## config.mk

```make
export PLATFORM = sky130hd
export DESIGN_NAME = muller_mutex_core
export DESIGN_NICKNAME = d
export VERILOG_FILES = /design/src/rtl/async_lib_pkg.sv /design/src/rtl/c_element_reg.sv /design/src/rtl/muller_mutex_core.sv
export SDC_FILE = /design/constraint.sdc
export NUM_CORES = 1
export LEC_CHECK = 0
export ABC_AREA = 1
export CORE_AREA = 2 2 39 41
export CTS_BUF_LIST = sky130_fd_sc_hd__clkbuf_8 sky130_fd_sc_hd__clkbuf_16
export DETAILED_ROUTE_END_ITERATION = 8
export DIE_AREA = 0 0 41 43
export PLACE_DENSITY_LB_ADDON = 0.3
export SLEW_MARGIN = 20
export SYNTH_ARGS = -nofsm -noshare
export SYNTH_HDL_FRONTEND = slang
export SYNTH_SLANG_ARGS = --single-unit
```

## constraint.sdc

```tcl
create_clock -name clk -period 1.7 [get_ports clk]
set_clock_uncertainty 0.15 [all_clocks]
set_input_delay 0.255 -clock clk [delete_from_list [all_inputs] [get_ports clk]]
set_output_delay 0.255 -clock clk [all_outputs]
set_load 0.01 [all_outputs]
```

## src/rtl/async_lib_pkg.sv

```systemverilog
// Shared types and helpers for the async_lib handshake primitives.
// Latency: n/a (types and pure functions only).
// Backpressure: n/a.
package async_lib_pkg;

    // Mutex arbitration states. Grants are decoded from these one-to-one.
    typedef enum logic [1:0] {
        MX_IDLE    = 2'd0,
        MX_GRANT_X = 2'd1,
        MX_GRANT_Y = 2'd2
    } mx_state_t;

    // Tie-break priority encoding: which side wins a simultaneous request.
    localparam logic MX_PRIO_X = 1'b0;
    localparam logic MX_PRIO_Y = 1'b1;

    // Muller C-element rule: follow the inputs when they agree, else hold.
    function automatic logic c_elem_next(input logic all_one,
                                         input logic all_zero,
                                         input logic cur);
        logic nxt;
        nxt = cur;
        if (all_one) begin
            nxt = 1'b1;
        end else if (all_zero) begin
            nxt = 1'b0;
        end
        return nxt;
    endfunction

endpackage : async_lib_pkg

```

## src/rtl/c_element_reg.sv

```systemverilog
// Registered N-input Muller C-element.
// Latency: 1 cycle from c_in to c_out; no combinational input-to-output path.
// Backpressure: none; output simply holds while inputs disagree.
module c_element_reg
    import async_lib_pkg::*;
#(
    parameter int   N         = 2,
    parameter logic C_RST_VAL = 1'b0
) (
    input  logic         i_clk,
    input  logic         i_rst_n,
    input  logic [N-1:0] i_c_in,
    output logic         o_c_out
);

    logic r_c;
    logic w_all_one;
    logic w_all_zero;

    assign w_all_one  = &i_c_in;
    assign w_all_zero = ~|i_c_in;

    // Output register: set on unanimous ones, clear on unanimous zeros, else hold.
    always_ff @(posedge i_clk or negedge i_rst_n) begin
        if (!i_rst_n) begin
            r_c <= C_RST_VAL;
        end else begin
            r_c <= c_elem_next(w_all_one, w_all_zero, r_c);
        end
    end

    assign o_c_out = r_c;

endmodule : c_element_reg

```

## src/rtl/muller_mutex_core.sv

```systemverilog
// Registered Muller C-element plus a two-way fair mutex sharing one clock/reset.
// Latency: C-element 1 cycle; mutex grant 1 cycle after request, release 1 cycle after drop.
// Backpressure: none; an ungranted request waits, a withdrawn one is forgotten.
module muller_mutex_core
    import async_lib_pkg::*;
#(
    parameter int   N         = 2,
    parameter logic C_RST_VAL = 1'b0
) (
    input  logic         clk,
    input  logic         rst,
    input  logic [N-1:0] c_in,
    output logic         c_out,
    input  logic         mx_x,
    input  logic         mx_y,
    output logic         mx_u,
    output logic         mx_v
);

    // ------------------------------------------------------------------
    // C-element: independent of the mutex apart from clk/rst.
    // ------------------------------------------------------------------
    c_element_reg #(
        .N         (N),
        .C_RST_VAL (C_RST_VAL)
    ) u_c_element (
        .i_clk   (clk),
        .i_rst_n (rst),
        .i_c_in  (c_in),
        .o_c_out (c_out)
    );

    // ------------------------------------------------------------------
    // Mutex. Every release returns to IDLE for at least one cycle, so the
    // opposite side is only granted on the following edge (break-before-make).
    // Priority flips to the other side whenever a grant is entered, which
    // alternates the winner of back-to-back simultaneous requests.
    // ------------------------------------------------------------------
    mx_state_t r_state;
    mx_state_t w_state_nxt;
    logic      r_prio;
    logic      w_prio_nxt;
    logic      r_u;
    logic      r_v;

    // State, priority and grant flops; reset drops any grant immediately.
    always_ff @(posedge clk or negedge rst) begin
        if (!rst) begin
            r_state <= MX_IDLE;
            r_prio  <= MX_PRIO_X;
            r_u     <= 1'b0;
            r_v     <= 1'b0;
        end else begin
            r_state <= w_state_nxt;
            r_prio  <= w_prio_nxt;
            r_u     <= (w_state_nxt == MX_GRANT_X);
            r_v     <= (w_state_nxt == MX_GRANT_Y);
        end
    end

    // Next-state and priority update for the mutex.
    always_comb begin
        w_state_nxt = r_state;
        w_prio_nxt  = r_prio;
        case (r_state)
            MX_IDLE: begin
                if (mx_x && (!mx_y || (r_prio == MX_PRIO_X))) begin
                    w_state_nxt = MX_GRANT_X;
                    w_prio_nxt  = MX_PRIO_Y;
                end else if (mx_y) begin
                    w_state_nxt = MX_GRANT_Y;
                    w_prio_nxt  = MX_PRIO_X;
                end
            end
            MX_GRANT_X: begin
                if (!mx_x) begin
                    w_state_nxt = MX_IDLE;
                end
            end
            MX_GRANT_Y: begin
                if (!mx_y) begin
                    w_state_nxt = MX_IDLE;
                end
            end
            default: begin
                w_state_nxt = MX_IDLE;
            end
        endcase
    end

    // Grants come straight from flops, so they cannot glitch high together.
    assign mx_u = r_u;
    assign mx_v = r_v;

    // Grants are mutually exclusive on every edge.
    mx_excl_a: assert property (@(posedge clk) !(mx_u && mx_v));

endmodule : muller_mutex_core

```

==> Yosys cells after proc, flatten, opt, wreduce, memory -nomap -nowiden <==
Cells that the tools add are included.
{ "op_classes": {"muxes": 9, "n_reduce_logical": 8, "eq_ne": 5, "magnitude_cmp": 0, "n_mul": 0, "n_shift": 0, "n_addsub": 0, "div_mod_pow": 0, "bitwise_logic": 1} }
{ "op_table": {"columns": ["op", "n"], "rows": [
  ["2-to-1 mux 2 bit", 4],
  ["case mux 2 bit (3 select lines)", 1],
  ["== test 2 x 1 -> 1 bit (second input constant)", 2],
  ["== test 2 bit (second input constant)", 2],
  ["2-to-1 mux 1 bit", 4],
  ["AND reduction 2 bit", 2],
  ["logical NOT 2 bit", 1],
  ["!= test 2 x 1 -> 1 bit (second input constant)", 1],
  ["nonzero test 2 bit", 1],
  ["OR reduction 2 bit", 1],
  ["logical AND 1 bit", 1],
  ["logical NOT 1 bit", 1],
  ["logical OR 1 bit", 1],
  ["NOT 1 bit", 1]
]} }
{ "word_totals": {"output_inout_bits": 3, "ff_bits": 6, "latch_bits": 0, "rom_bits": 0, "mem_bits_rw": 0, "memories": 0, "input_bits": 6} }

==> Depth between registers and ports, before layout <==
{ "depth": {"ltp_word": 6, "depth_mapped": 4} }

==> Modules after synthesis <==
A second synthesis with hierarchy kept.
{ "hier_totals": {"cells_unflattened": 28, "area_unflattened_um2": 266.5} }
{ "by_module_without_submodules": {"columns": ["mod", "seq_area_each_um2", "cells_each", "n_inst", "area_each_um2"], "rows": [
  ["muller_mutex_core", 125.1, 22, 1, 214.0],
  ["c_element_reg", 25.0, 6, 1, 52.6]
]} }

==> Worst setup path after synthesis <==
No wires, ideal clock.
{ "synth_path": {"path_type": "input to register", "startpoint": "in c_in[0]", "endpoint": "reg u_c_element.r_c (netlist: u_c_element.o_c_out)", "setup_slack_ns": 0.774, "stages": 3, "arrival_time_ns": 0.650, "required_time_ns": 1.424, "n_path_buf": 0, "setup_ns": 0.126, "path_cell_list": "ha_1 > nand2_1 > o21ai_0"} }
{ "synth_between": {"elab_chain_len": 2} }
{ "synth_lines": {"columns": ["element", "line_no", "rtl"], "rows": [
  ["start: declaration", "muller_mutex_core.sv:12", "input logic [N-1:0] c_in,"],
  ["OR reduction 2 bit or AND reduction 2 bit (tied branches)", "c_element_reg.sv:21, c_element_reg.sv:20", null],
  ["!= test 2 x 1 -> 1 bit (no source line) or 2-to-1 mux 1 bit (tied branches)", null, null],
  ["end signal: assignment", "c_element_reg.sv:28", "r_c <= c_elem_next(w_all_one, w_all_zero, r_c);"],
  ["end: declaration", "c_element_reg.sv:16", "logic r_c;"]
]} }
Parallel ways exist; a longest one is shown, timed or not.
A chain may end at the register's enable or synchronous reset.

==> Final worst setup path <==
{ "layout_path": {"startpoint": "reg u_c_element.r_c (netlist: u_c_element.o_c_out)", "endpoint": "out c_out"} }
{ "layout_rtl": {"columns": ["element", "line_no", "rtl"], "rows": [
  ["end: declaration", "muller_mutex_core.sv:13", "output logic c_out,"]
]} }
No word-level cell between the ends.

==> run_results.csv <==
group,metric,value,unit
cts,cts_buffers,3,
logic_synthesis,ys_seq_area_share,56.87,%
setup_path,critPathBufInv,1,
logic_synthesis,netlist_area,264.0,um2
cells_and_area,final_cell_mix,"clkdlybuf4s50_1, dfrtp_1, inv_1",
floorplanning,ios,9,
setup_path,reg2regPathDepth,4,
timing,hold_viol_final,0,
setup_path,crit_type,"register to output pin",
worst_hold_path,hold_class,"primary input to asynchronous set/reset pin",
cells_and_area,multiInputGateArea,83.83,um2
job,cap_violations,0,
setup_path,cp_cell_sequence,"clkdlybuf4s50_1",
grt,grt_max_degree,7,
detailed_routing,drc_errors,0,
cts,postCtsSetupBuffers,0,
cells_and_area,seq_area,150.1,um2
cells_and_area,antenna_cells,0,
setup_path,worstPathRequired,1.29,ns
timing,timing.final.max_slew_violations,0,
timing,worst_pin_slew,0.2668,ns
cells_and_area,areaGrowthSynthToFinish,53.55,%
setup_path,rrSetupSlack,0.74,ns
setup_path,end_kind,"output pin",
cts,cts_tree,"yes",
cts,h-tree-depth,1,
detailed_routing,first_pass_iters,1,
grt,antenna_found_initial,0,
cts,clk_pin_slew,0.03,ns
timing,setup_viol,0,
pwr,irDropWorstVdd,0.0006227,V
floorplanning,die_x,41,um
floorplanning,die_h,43,um
cells_and_area,drive_gt1_share,26.32,%
timing,setup_slack,0.2054,ns
detailed_routing,vias_per_cell,3.889,
placed_design,dp_slack,0.3239,ns
placed_design,globalplace.congestion,0.6462,
placed_design,portBuffers,8,
timing,rsz0062_at_grt,"no",
setup_path,start_kind,"register",
detailed_routing,initialDrtViolationCount,0,
pwr,p_per_area,1267,nW/um2
floorplanning,start_util,19.08,%
timing,fmax,669.1,MHz
setup_path,crit_family,"buffers and inverters",
detailed_routing,detail_route.wl_per_cell,7.593,um
setup_path,crit_fanout,2,
grt,overflow,0,
cts,clk_latency,0.22,ns
pwr,p_leak,0.0002025,uW
setup_path,worstPathArrival,1.09,ns
cts,cts_resized,0,
detailed_routing,routed_wl,410,um
status,outcome,"completed",
timing,setup_tns,0,ns
setup_path,max_stage_delay,0.54,ns
cells_and_area,layout_commonest_cell,"clkdlybuf4s50_1",
detailed_routing,postRouteAntennaNets,0,
cts,cts_hold_buf,0,
floorplanning,dieArea,1763,um2
detailed_routing,vias,210,
grt,grt_pass1_vias,204,
cts,cts_buffer_depth,2,
placed_design,hpwlAfterDp,354.9,um
grt,grt_pass1_wl,717,um
grt,grtUsageTotal,6.478,%
cells_and_area,fill_cells,151,
timing,layout_min_cycle_time,1.495,ns
setup_path,critPathSlowestCell,"clkdlybuf4s50_1",
logic_synthesis,syn_nets,34,
logic_synthesis,yosys_warnings,0,
cells_and_area,finalNetCount,47,
logic_synthesis,synth.distinct_cells,13,
timing,period_share,87.92,%
cts,cts_sinks,6,
timing,slew-limit-headroom,82.16,%
cts,cts-root-buf,"clkbuf_8",
logic_synthesis,avgSynthCellArea,9.778,um2
floorplanning,core,1384,um2
logic_synthesis,synth_cells,27,
logic_synthesis,synth_seq_cells,6,
setup_path,cp.depth,1,
floorplanning,num_rows,14,
## cell type report
class,count,share of cell area (%)
sequential,6,37.04
multi-input combinational,13,20.68
timing repair buffer,8,19.75
clock buffer,3,10.19
inverter,8,7.407
tap,16,4.938
## cells by family (layout without fill, tap and decap cells)
family                   after synthesis  count (layout)  share of synthesized area [%]
buffers and inverters                  8              19                          11.37
adder cells (fa/ha/maj)                1               1                          4.739
flip-flops                             6               6                          56.87
AND/OR/NAND/NOR                        8               8                          18.01
AO/OA/AOI/OAI                          4               4                          9.004
## worst paths after layout
kind	to	startpoint
setup / recovery	c_out	u_c_element.o_c_out
hold / removal	mx_u	rst
setup reg to reg	mx_v	r_state[1]
hold reg to reg	u_c_element.o_c_out	u_c_element.o_c_out
max in group asynchronous	r_prio	rst
min in group clk	u_c_element.o_c_out	u_c_element.o_c_out
## flip-flops by register name (all words and copies together), names as in the netlist
register and count:
r_prio 1, mx_u 1, mx_v 1, r_state 2, u_c_element.o_c_out 1
## Yosys cell counts, drive strengths merged
| cell type | count | area share, % |
|---|---|---|
| a21oi | 2 | 3.8 |
| dfrtp | 6 | 57 |
| ha | 1 | 4.7 |
| inv | 8 | 11 |
| nand2 | 4 | 6.6 |
| nand3 | 2 | 5.7 |
| nor2 | 2 | 5.7 |
| o21ai | 2 | 5.2 |
## stage by stage
| stage | utilization [%] | cell area (um2) | std cells | total power (uW) | hold slack (ns) |
|---|---|---|---|---|---|
| after floorplan | - | 264.0 | 27 | 261.1 | -0.1906 |
| after global placement | 26.31 | 364.1 | 51 | 311.0 | 0.3262 |
| after detailed placement | 26.31 | 364.1 | 51 | 313.6 | 0.3306 |
| after CTS | 29.29 | 405.4 | 54 | 527.9 | 0.1387 |
| after global routing | 29.29 | 405.4 | 54 | 550.8 | 0.1495 |
| final | 29.29 | 405.4 | 54 | 513.6 | 0.1288 |
## metal layers
metal  GRT usage, %  wire, um  vias to the layer above
met3          6.283        47                        0
met4          2.000         0                        0
met5              0         0                        -
li1               -         -                      104
met2          7.187       168                       10
met1          8.581       193                       96
## where the power goes
part / switching, uW / internal, uW / leakage, uW
Combinational: 48.4 / 54.8 / 0.000105
Sequential: 28.8 / 176 / 0.0000759
Clock: 53.6 / 151 / 0.0000216
Power figures use the tool's default switching activity.
